### src/rtl/trb_pkg.sv
// Shared definitions for the turbo-decoder packet order arbiter.
//   trb_state_e   : arbiter FSM encodings (IDLE between packets, XFER inside one)
//   TRB_DW        : decoder data beat width
//   TRB_NUM_TURBO : default decoder stream count
//   TRB_PKT_BEATS : beats in one decoded block (1024-bit block / 8-bit beats)
//   trb_next_idx  : round-robin successor of a stream index
package trb_pkg;

  localparam int TRB_DW        = 8;
  localparam int TRB_NUM_TURBO = 2;
  localparam int TRB_PKT_BEATS = 128;

  typedef enum logic {
    IDLE = 1'b0,
    XFER = 1'b1
  } trb_state_e;

  function automatic int trb_next_idx(input int idx, input int n);
    return (idx == n - 1) ? 0 : idx + 1;
  endfunction

endpackage

### src/rtl/trb_skid_buf.sv
// Two-entry registered skid buffer.
//   clk_i       : clock
//   rst_n_i     : synchronous reset, active low
//   in_data_i   : upstream payload
//   in_valid_i  : upstream valid
//   in_ready_o  : upstream ready, straight from a flop (skid entry empty)
//   out_data_o  : registered payload, held while stalled
//   out_valid_o : registered valid
//   out_ready_i : downstream ready
// The output register is the head entry; the skid entry only fills when the
// head is stalled, so a beat accepted with ready high is never lost and
// in_ready_o never sees out_ready_i combinationally.
module trb_skid_buf #(
  parameter int W = 10
) (
  input  logic         clk_i,
  input  logic         rst_n_i,
  input  logic [W-1:0] in_data_i,
  input  logic         in_valid_i,
  output logic         in_ready_o,
  output logic [W-1:0] out_data_o,
  output logic         out_valid_o,
  input  logic         out_ready_i
);

  logic [W-1:0] out_q, out_d, skd_q, skd_d;
  logic         out_vld_q, out_vld_d, skd_vld_q, skd_vld_d;
  logic         rdy_q, rdy_d;
  logic         push, pop;

  always_comb begin
    out_d     = out_q;
    out_vld_d = out_vld_q;
    skd_d     = skd_q;
    skd_vld_d = skd_vld_q;
    push      = in_valid_i & rdy_q;
    pop       = out_vld_q & out_ready_i;
    if (!out_vld_q || pop) begin
      // head free this cycle: refill from skid first to keep order
      if (skd_vld_q) begin
        out_vld_d = 1'b1;
        out_d     = skd_q;
        skd_vld_d = 1'b0;
      end else begin
        out_vld_d = push;
        if (push) out_d = in_data_i;
      end
    end else if (push) begin
      skd_vld_d = 1'b1;
      skd_d     = in_data_i;
    end
    rdy_d = ~skd_vld_d;
  end

  always_ff @(posedge clk_i) begin
    if (!rst_n_i) begin
      out_q     <= '0;
      out_vld_q <= 1'b0;
      skd_q     <= '0;
      skd_vld_q <= 1'b0;
      rdy_q     <= 1'b0;
    end else begin
      out_q     <= out_d;
      out_vld_q <= out_vld_d;
      skd_q     <= skd_d;
      skd_vld_q <= skd_vld_d;
      rdy_q     <= rdy_d;
    end
  end

  assign in_ready_o  = rdy_q;
  assign out_data_o  = out_q;
  assign out_valid_o = out_vld_q;

endmodule

### src/rtl/trb_pkt_order_arb.sv
// Packet-atomic, in-order merge of NUM_TURBO decoder Avalon-ST streams.
// Streams are granted strictly round-robin, one whole packet at a time, so
// output packet order equals dispatch order. A skid stage registers the output.
//   clk_st / rst_n            : stream clock, synchronous active-low reset
//   st_data_in/valid/sop/eop  : decoder i at bit i (data at [i*DW +: DW])
//   st_ready_out              : one-hot ready, only the granted stream
//   st_ready_in               : downstream ready
//   st_data/valid/sop/eop_out : merged stream
//   grant_ptr                 : stream currently granted
//   proto_err                 : sticky; sop missing at packet start or sop inside a packet
// Optional (macro TRB_ARB_PKT_CNT_EN): pkt_cnt (downstream eop handshakes) and
// err_cnt (protocol violation events), both saturating.
// PW must satisfy 2**PW >= NUM_TURBO.
module trb_pkt_order_arb
  import trb_pkg::*;
#(
  parameter int NUM_TURBO = TRB_NUM_TURBO,
  parameter int DW        = TRB_DW,
  parameter int PW        = 4
) (
  input  logic                    clk_st,
  input  logic                    rst_n,
  input  logic [NUM_TURBO*DW-1:0] st_data_in,
  input  logic [NUM_TURBO-1:0]    st_valid_in,
  input  logic [NUM_TURBO-1:0]    st_sop_in,
  input  logic [NUM_TURBO-1:0]    st_eop_in,
  output logic [NUM_TURBO-1:0]    st_ready_out,
  input  logic                    st_ready_in,
  output logic [DW-1:0]           st_data_out,
  output logic                    st_valid_out,
  output logic                    st_sop_out,
  output logic                    st_eop_out,
  output logic [PW-1:0]           grant_ptr,
  output logic                    proto_err
`ifdef TRB_ARB_PKT_CNT_EN
  ,
  output logic [31:0]             pkt_cnt,
  output logic [15:0]             err_cnt
`endif
);

  trb_state_e    state_q, state_d;
  logic [PW-1:0] ptr_q, ptr_d, ptr_nxt;
  logic          err_q, err_evt;
  logic          skid_rdy, acc, fwd;
  logic          sel_vld, sel_sop, sel_eop;
  logic [DW-1:0] sel_data;

  // stream mux on the grant pointer
  always_comb begin
    sel_vld  = 1'b0;
    sel_sop  = 1'b0;
    sel_eop  = 1'b0;
    sel_data = '0;
    for (int i = 0; i < NUM_TURBO; i++) begin
      if (ptr_q == PW'(i)) begin
        sel_vld  = st_valid_in[i];
        sel_sop  = st_sop_in[i];
        sel_eop  = st_eop_in[i];
        sel_data = st_data_in[i*DW +: DW];
      end
    end
  end

  for (genvar g = 0; g < NUM_TURBO; g++) begin : g_rdy
    assign st_ready_out[g] = (ptr_q == PW'(g)) & skid_rdy;
  end

  assign acc     = sel_vld & skid_rdy;
  assign ptr_nxt = PW'(trb_next_idx(int'(ptr_q), NUM_TURBO));

  always_comb begin
    state_d = state_q;
    ptr_d   = ptr_q;
    fwd     = 1'b0;
    err_evt = 1'b0;
    case (state_q)
      IDLE: begin
        if (acc) begin
          if (sel_sop) begin
            fwd = 1'b1;
            if (sel_eop) ptr_d   = ptr_nxt;
            else         state_d = XFER;
          end else begin
            // headless beat: swallow it so the stream can resync on a real sop
            err_evt = 1'b1;
          end
        end
      end
      XFER: begin
        if (acc) begin
          fwd = 1'b1;
          if (sel_sop) err_evt = 1'b1;  // stray sop is passed through, packet continues
          if (sel_eop) begin
            ptr_d   = ptr_nxt;
            state_d = IDLE;
          end
        end
      end
      default: state_d = IDLE;
    endcase
  end

  always_ff @(posedge clk_st) begin
    if (!rst_n) begin
      state_q <= IDLE;
      ptr_q   <= '0;
      err_q   <= 1'b0;
    end else begin
      state_q <= state_d;
      ptr_q   <= ptr_d;
      err_q   <= err_q | err_evt;
    end
  end

  trb_skid_buf #(.W(DW + 2)) u_skid (
    .clk_i       (clk_st),
    .rst_n_i     (rst_n),
    .in_data_i   ({sel_sop, sel_eop, sel_data}),
    .in_valid_i  (fwd),
    .in_ready_o  (skid_rdy),
    .out_data_o  ({st_sop_out, st_eop_out, st_data_out}),
    .out_valid_o (st_valid_out),
    .out_ready_i (st_ready_in)
  );

  assign grant_ptr = ptr_q;
  assign proto_err = err_q;

`ifdef TRB_ARB_PKT_CNT_EN
  logic [31:0] pkt_cnt_q;
  logic [15:0] err_cnt_q;
  logic        eop_hs;

  assign eop_hs = st_valid_out & st_ready_in & st_eop_out;

  always_ff @(posedge clk_st) begin
    if (!rst_n) begin
      pkt_cnt_q <= '0;
      err_cnt_q <= '0;
    end else begin
      if (eop_hs && pkt_cnt_q != '1)  pkt_cnt_q <= pkt_cnt_q + 32'd1;
      if (err_evt && err_cnt_q != '1) err_cnt_q <= err_cnt_q + 16'd1;
    end
  end

  assign pkt_cnt = pkt_cnt_q;
  assign err_cnt = err_cnt_q;
`endif

endmodule

### config.mk
export PLATFORM = sky130hd
export DESIGN_NAME = trb_pkt_order_arb
export DESIGN_NICKNAME = d
export VERILOG_FILES = /design/src/rtl/trb_pkg.sv /design/src/rtl/trb_skid_buf.sv /design/src/rtl/trb_pkt_order_arb.sv
export SDC_FILE = /design/constraint.sdc
export NUM_CORES = 1
export LEC_CHECK = 0
export CAP_MARGIN = 5
export CORE_AREA = 8 8 54 79
export DETAILED_ROUTE_END_ITERATION = 16
export DIE_AREA = 0 0 62 87
export PLACE_DENSITY = 0.87
export SLEW_MARGIN = 20
export SYNTH_ARGS = -nofsm -noshare
export SYNTH_HDL_FRONTEND = slang
export SYNTH_SLANG_ARGS = --single-unit
### constraint.sdc
create_clock -name clk_st -period 2.28 [get_ports clk_st]
set_input_delay 0.57 -clock clk_st [delete_from_list [all_inputs] [get_ports clk_st]]
set_output_delay 0.57 -clock clk_st [all_outputs]
set_load 0.02 [all_outputs]
After elaboration in Yosys (flattened, before gate mapping)
Index checks and enable logic that the tools add are counted.
Operators by class
  $add $sub $neg: 1
  eq/ne operators: 5
  multiplexer cells: 31
  bitwise gates (word level): 9
  reductions and logical operators: 7
Operator list (count)
  10-bit two-way mux: 2
  4-bit two-way mux: 5
  1-bit two-way mux: 18
  8-bit two-way mux: 2
  4-bit case mux with 2 select lines: 1
  1-bit case mux with 2 select lines: 3
  1-bit AND: 5
  4-bit by 1-bit adder with 4-bit output (second input constant): 1
  4-bit by 1-bit equality test with 1-bit output (second input constant): 1
  4-bit by 2-bit equality test with 1-bit output (second input constant): 1
  4-bit zero test: 1
  2-bit != test (second input constant): 2
  2-bit AND reduction: 2
  1-bit inverter: 3
  3-bit AND reduction: 1
  2-bit by 1-bit != test with 1-bit output (second input constant): 1
  2-bit nonzero test: 1
  1-bit zero test: 1
  1-bit logical OR: 1
  1-bit OR: 1
Word-level totals
  flip-flop bits (word level): 29
  input port bits: 25
  output and inout port bits: 18
  logic and storage cells: 61

Logic depth before layout (Yosys ltp)
Gate-level depths: netlist of run 1.
  word-level depth: 10
  mapped depth: 6
  depth with buffers taken out: 4

By module
From an unflattened synthesis of run 1, not the netlist that was laid out.
Second synthesis, totals
  cells, all modules: 151
  area total of the unflattened synthesis: 1406.3 um^2
By module, submodules not included
  trb_skid_buf: times used 1, cells each 99, area each 970.9 um^2, sequential area each 460.4 um^2
  trb_pkt_order_arb: times used 1, cells each 52, area each 435.4 um^2, sequential area each 120.1 um^2

Least setup slack after synthesis of run 1
OpenSTA, ideal clock, no wires.
  path type: register -> register
  start point: register ptr_q[0] (netlist: grant_ptr[0])
  end point: register u_skid.skd_q[3]
  library setup time: 0.088 ns
  data arrival time: 1.684 ns
  data required time: 2.192 ns
  path slack: 0.508 ns
  cell stages (with the launch flop): 7
  path buffers: 2
  clock period less this slack: 1.772 ns
  path through: dfxtp_1 -> buf_2 -> mux2_2 -> o2111ai_2 -> buf_4 -> nand3_1 -> o31ai_1
On the way
  longest elaborated chain between the ends: 8
  elaborated cells between the ends (all ways): 15
Ends and longest elaborated chain
  from (decl): RTL line trb_pkt_order_arb.sv:43  | logic [PW-1:0] ptr_q, ptr_d, ptr_nxt;
  from (signal assigned): RTL line trb_pkt_order_arb.sv:111  | ptr_q <= ptr_d;
  4-bit zero test: RTL line trb_pkt_order_arb.sv:56  | if (ptr_q == PW'(i)) begin
  1-bit two-way mux (2 in series): RTL line trb_pkt_order_arb.sv:56
  1-bit AND / 1-bit two-way mux (equally long branches): RTL line trb_pkt_order_arb.sv:69, trb_pkt_order_arb.sv:80
  1-bit two-way mux (on tied branches): RTL line trb_pkt_order_arb.sv:91, trb_pkt_order_arb.sv:79
  1-bit case mux with 2 select lines: RTL line trb_pkt_order_arb.sv:77  | case (state_q)
  1-bit AND: RTL line trb_skid_buf.sv:36  | push = in_valid_i & rdy_q;
  2-bit AND reduction (no source line)
  to (signal assigned): RTL line trb_skid_buf.sv:65  | skd_q <= skd_d;
  to (decl): RTL line trb_skid_buf.sv:26  | logic [W-1:0] out_q, out_d, skd_q, skd_d;
Several ways; a longest one is shown, not always the timed one.
A chain may end at the register's enable or synchronous reset.

Worst setup path after layout of run 1
  start point: register ptr_q[0] (netlist: grant_ptr[0])
  end point: output grant_ptr[0]
RTL lines
  to (decl): RTL line trb_pkt_order_arb.sv:33  | output logic [PW-1:0] grant_ptr,
No word-level cell between the ends.

==> impl_results.md, run 1 <==
- Status: finished clean
- Die width: around 62 um
- DP Area: 0.001849 mm2
- Clk buf depth: 2
- DR iter-0 viols: 31
- Setup total negative slack: 0 ns
- Hold Path Depth: 2
- Syn_area_per_cell: just under 9 um2
- Post-synth top area cell: dfxtp_1
- Initial antenna violation count: 0
- CTS tree: yes
- Crit end category: primary output
- WL final: between 3000 and 4000 um
- Final hold vios: 0
- Arrival time worst endpoint: 1.49 ns
- Hold WC Path Type: reg -> reg
- Sequential area share after synthesis: 0.4273
- Yosys top cell area share: 0.4273
- Setup repair bufs after CTS: 0
- Final Max Slew Viols: 0
- GRT Resource Usage Total: 0.1329
- Design area: 0.001929 mm2
- Syn Nets: 179
- Synth top area cells: dfxtp_1, mux2i_1, nand2_1
- Max stage delay cell, worst path: clkdlybuf4s50_1
- First-pass GRT wire length: 5478 um
- DRC viols: 0
- Length of the first detailed-routing pass in iterations: 4
- Worst setup SP type: flip-flop
- DR WL/cell: between 10 and 15 um
- Max cap viols: 0
- Reg2reg path depth: 5
- Worst vdd ir: 0.4387 mV
- Slew @ Worst Pin: 0.4156 ns
- Nets: between 200 and 250
- Routability Congestion: just under 0.9
- Number of port buffers: 42
- Vias per inst: slightly above 5
- Distinct cell type count after synthesis: 28
- WP buf/inv: 1
- Starting Density: 0.4219
- Final Skew: between 0.005 and 0.006 ns
- Final Critical Period: approximately 2.1 ns
- Area Growth Syn to Fin: 41.99%
- CP Data Required Time: around 1.7 ns
- Max FO, Critical Path: 8
- Max-slew headroom: 0.7150
- Worst skew pair latency: ~0.28 ns
- CTS Buf Count: 5
- Vias: approximately 1300
- Post-synthesis instance total: 154
- Core ar.: ~0.0032 mm2
- Post-Syn Area: 0.001359 mm2
- Synthesized flop and latch total: 29
- Worst path max stage delay: approximately 0.7 ns
- Crit path kind: reg -> out
- Dpl hpwl: roughly 2600 um
- Routed Antenna Nets: 0
- Stages on the worst setup path: 1
- YS warnings: 0
- Share of cells above drive strength 1: 0.09950
- H-tree Lvls: 2
- Static leakage: 0.0007503 uW
- Reg clk slew, reported paths: ~0.06 ns
- Crit-path cells: clkdlybuf4s50_1
- FP Rows: 26
- Sink Count: 29
- Fmax: around 490 MHz
- Largest net degree at the start of global routing: 22
- Power per cell area: 578.7 mW/mm2
- Vert. Die Dim: 87 um
- Family with the most delay on the worst path: buffers and inverters
- Remaining global-route overflow: 0
- Period utilization: 0.9030
- Vias in the first global route: between 1000 and 1500
- Die area: 0.005394 mm2
- RSZ-0062 raised after global routing: no
- IO Count: 43
- Root buf cell: clkbuf_8
- Final setup vio count: 0
- N_diodes: 0
==> routing by layer <==
layer / vias to the layer above / GRT usage / part of all wire
met4: 0 / 0.08125 / 0.028
met1: 560 / 0.1470 / 0.41
met3: 8 / 0.03550 / 0.060
met2: 50 / 0.2136 / 0.50
li1: 637 / - / -
met5: - / 0 / 0
==> logic make-up after synthesis <==
group	after synthesis	share of synthesized area
AO/OA/AOI/OAI	31	0.1519
buffers and inverters	12	0.04051
flip-flops	29	0.4273
multiplexers	22	0.1639
AND/OR/NAND/NOR	60	0.2164
==> state kept, by name, indices dropped and copies added (netlist names) <==
signal,count
u_skid.skd_q,10
u_skid.out_data_o,10
u_skid.out_valid_o,1
grant_ptr,4
proto_err,1
u_skid.skd_vld_q,1
state_q,1
u_skid.in_ready_o,1
==> path summary, 6_finish.rpt <==
path                   startpoint                   end  slack, ns
max                  grant_ptr[0]          grant_ptr[0]       0.22
min          u_skid.out_data_o[9]  u_skid.out_data_o[9]       0.46
max reg2reg          grant_ptr[0]  u_skid.out_data_o[6]       0.51
min reg2reg  u_skid.out_data_o[9]  u_skid.out_data_o[9]       0.46
==> what timing repair did <==
action,in CTS,in global routing
hold buffers,0,0
endpoints found under the setup margin,2,0
resized for setup,2,0
==> where the power goes <==
group          switching [uW]  internal [uW]  total, uW  leakage, uW
clock                     189            211        400    0.0000450
sequential               10.3            522        532     0.000235
combinational            84.4           99.8        184     0.000470
==> layout by cell type (no fill, tap or decap), types with 2 or more instances in the layout <==
| master | synthesis | final |
|---|---|---|
| o21ai_0 | 11 | 11 |
| nand3_1 | 9 | 9 |
| nor2b_1 | 2 | 2 |
| dfxtp_1 | 29 | 29 |
| clkbuf_8 | 0 | 5 |
| clkdlybuf4s50_1 | 0 | 40 |
| dlygate4sd2_1 | 0 | 2 |
| and2_1 | 5 | 5 |
| or4_1 | 2 | 2 |
| inv_1 | 2 | 2 |
| mux2_2 | 2 | 2 |
| nor3_1 | 2 | 2 |
| mux2i_1 | 20 | 20 |
| clkinv_2 | 0 | 2 |
| nor2_1 | 2 | 2 |
| nand2_1 | 33 | 33 |
| buf_4 | 2 | 6 |
| o31ai_1 | 11 | 11 |
| a21oi_1 | 4 | 4 |
==> through the flow <==
step                setup WS (ns)  cells  total power, uW    util  hold WS [ns]
floorplan                  0.5084    154            635.6       -        0.4458
global placement           0.2240    235            725.8  0.5742        0.4473
detailed placement         0.1588    235            729.2  0.5742        0.4530
CTS                        0.2050    243             1121  0.5991        0.4649
global route               0.1572    243             1168  0.5991        0.4862
finish                     0.2211    243             1117  0.5991        0.4598
==> area by class of cell <==
type	count	area, um2
fillers	274	1291
multi-input cells	113	723.2
flip-flops and latches	29	580.6
repair buffers	49	483.0
clock buffers	6	72.57
well taps	42	52.55
clock inverters	2	10.01
inverters	2	7.507
==> cell usage after synthesis, drive strengths merged <==
cell     number
o2111ai       1
nor3          2
o31ai        11
nor2          2
clkbuf        5
o211ai        1
o21a          1
o21ai        11
nand2        34
mux2i        20
a21oi         4
inv           2
mux2          2
buf           5
nor4b         1
or4           2
o221a         1
nand2b        1
nor2b         2
nand3         9
dfxtp        29
a21o          1
nand4         1
and3          1
and2          5
(Power assumes the default switching activity.)
==> run 2, diff against run 1 <==
--- a/config.mk
+++ b/config.mk
@@ -14,3 +14,4 @@
 export SYNTH_ARGS = -nofsm -noshare
 export SYNTH_HDL_FRONTEND = slang
 export SYNTH_SLANG_ARGS = --single-unit
+export TNS_END_PERCENT = 5
==> results of run 2 <==
Same layout as run 1: the final DEF is identical, and so are final timing and power.
==> run 3, diff against run 2 <==
--- a/config.mk
+++ b/config.mk
@@ -9,6 +9,7 @@
 export CORE_AREA = 8 8 54 79
 export DETAILED_ROUTE_END_ITERATION = 16
 export DIE_AREA = 0 0 62 87
+export GPL_TIMING_DRIVEN = 0
 export PLACE_DENSITY = 0.87
 export SLEW_MARGIN = 20
 export SYNTH_ARGS = -nofsm -noshare
==> impl_results.md, run 3 (synthesis gave the netlist of run 1 again) <==
- CP Data Required Time: 1.71 ns (about the same)
- Root buf cell: clkbuf_8 (unchanged)
- CTS Buf Count: 5 (unchanged)
- Static leakage: 0.0007392 uW (was 0.0007503 uW)
- CTS tree: yes (unchanged)
- Sink Count: 29 (unchanged)
- WHS: 0.4618 ns (was 0.4598 ns)
- Final hold vios: 0 (unchanged)
- Initial antenna violation count: 0 (unchanged)
- Dpl hpwl: 2723 um (was 2557 um)
- Worst vdd ir: 0.5451 mV (was 0.4387 mV)
- Final Max Slew Viols: 0 (unchanged)
- Slew @ Worst Pin: 0.4614 ns (was 0.4156 ns)
- Length of the first detailed-routing pass in iterations: 4 (unchanged)
- Crit path kind: reg -> out (unchanged)
- Share of cells above drive strength 1: 0.08824 (was 0.09950)
- Routed Antenna Nets: 0 (unchanged)
- Fmax: 481.4 MHz (was 485.7 MHz)
- Most common cell after layout, fill and taps aside: clkdlybuf4s50_1 (unchanged)
- Final Skew: 0.005159 ns (was 0.005428 ns)
- Max cap viols: 0 (unchanged)
- Die width: 62 um (unchanged)
- Period utilization: 0.9112 (was 0.9030)
- IO Count: 43 (unchanged)
- Worst skew pair latency: 0.29 ns (was 0.28 ns)
- WL final: 3565 um (was 3325 um)
- Max-slew headroom: 0.6924 (was 0.7150)
- First-pass GRT wire length: 5699 um (was 5478 um)
- DR iter-0 viols: 37 (was 31)
- Vias: 1280 (was 1255)
- Most frequent cells in the layout: clkdlybuf4s50_1, nand2_1, dfxtp_1 (unchanged)
- Remaining global-route overflow: 0 (unchanged)
- Max FO, Critical Path: 5 (was 8)
- Worst setup SP type: flip-flop (unchanged)
- Power per cell area: 583.6 mW/mm2 (was 578.7 mW/mm2)
- Hold WC Path Type: reg -> reg (unchanged)
- GRT Resource Usage Total: 0.1436 (was 0.1329)
- Routability Congestion: 0.8273 (was 0.8773)
- Die area: 0.005394 mm2 (unchanged)
- Final setup vio count: 0 (unchanged)
- Nets: 228 (was 225)
- Final Critical Period: 2.077 ns (was 2.059 ns)
- Clk buf depth: 2 (unchanged)
- Vert. Die Dim: 87 um (unchanged)
- Arrival time worst endpoint: 1.51 ns (was 1.49 ns)
- N_diodes: 0 (unchanged)
- Reg clk slew, reported paths: 0.06 ns (about the same)
- Number of port buffers: 41 (was 42)
- Vias per inst: 5.203 (was 5.165)
- Status: finished clean (unchanged)
- RSZ-0062 raised after global routing: no (unchanged)
- Starting Density: 0.4219 (unchanged)
- Vias in the first global route: 1332 (was 1220)
- Area Growth Syn to Fin: 40.98% (was 41.99%)
- Core ar.: 0.003221 mm2 (unchanged)
- FP Rows: 26 (unchanged)
- DRC viols: 0 (unchanged)
- H-tree Lvls: 2 (unchanged)
- Largest net degree at the start of global routing: 11 (was 22)
- Setup total negative slack: 0 ns (unchanged)
- Crit end category: primary output (unchanged)
- DR WL/cell: 14.49 um (was 13.68 um)
==> run 3: cell count changes in the layout (fill, tap and decap cells not counted) <==
| cell | change |
|---|---|
| clkbuf_1 | +5 |
| buf_4 | -3 |
| buf_1 | +1 |
| buf_12 | -1 |
| buf_2 | +1 |
| buf_6 | +1 |
| clkdlybuf4s50_1 | -1 |
==> run 3: per-stage QoR <==
step / cell area, um2 / power (uW) / setup slack (ns) / instances / util
after CTS: 1916 / 1127 / 0.1968 / 246 / 0.5948
after global routing: 1916 / 1167 / 0.1051 / 246 / 0.5948
after global placement: 1822 / 719.3 / 0.05587 / 237 / 0.5657
after detailed placement: 1822 / 723.9 / 0.04555 / 237 / 0.5657
final: 1916 / 1118 / 0.2025 / 246 / 0.5948
after floorplan: 1359 / 635.6 / 0.5084 / 154 / -
==> run 3: power breakdown <==
group	internal, uW	total (uW)	switching (uW)
Combinational	94.8	184	88.7
Sequential	522	530	8.53
Clock	211	404	193
==> run 3: worst paths after layout <==
path / depth (start not counted) / start / endpoint / slack (ns)
worst max-delay path: 3 / grant_ptr[2] / st_ready_out[0] / 0.20
worst min-delay path: 2 / proto_err / proto_err / 0.46
worst max register to register: 6 / grant_ptr[0] / u_skid.skd_q[1] / 0.43
worst min register to register: 2 / proto_err / proto_err / 0.46
==> run 3: what timing repair did <==
action                                  4_1_cts  5_1_grt
hold buffers                                  0        0
setup buffers                                 1        0
hold endpoints to repair                      0        0
endpoints found under the setup margin        2        0
resized for setup                             4        0
==> run 3: critical path, stage by stage (launching register included) <==
cell and delay (ns):
dfxtp_1 0.36, nor4b_4 0.34, nor2b_1 0.18, dlygate4sd2_1 0.35
==> run 3: metal layers <==
metal | wire, um | share of wire | vias to the layer above | global-route usage
li1 | - | - | 638 | -
met1 | 1299 | 0.36 | 591 | 0.1368
met2 | 1906 | 0.53 | 40 | 0.2420
met3 | 226 | 0.063 | 11 | 0.05621
met4 | 133 | 0.037 | 0 | 0.09167
met5 | 0 | 0 | - | 0
==> run 3: cell type report <==
class                   instances  area, um2
fillers                       269       1305
multi-input cells             113      723.2
flip-flops and latches         29      580.6
repair buffers                 42      415.4
clock buffers                   6      72.57
plain buffers                  10      53.80
well taps                      42      52.55
clock inverters                 2      10.01
inverters                       2      7.507
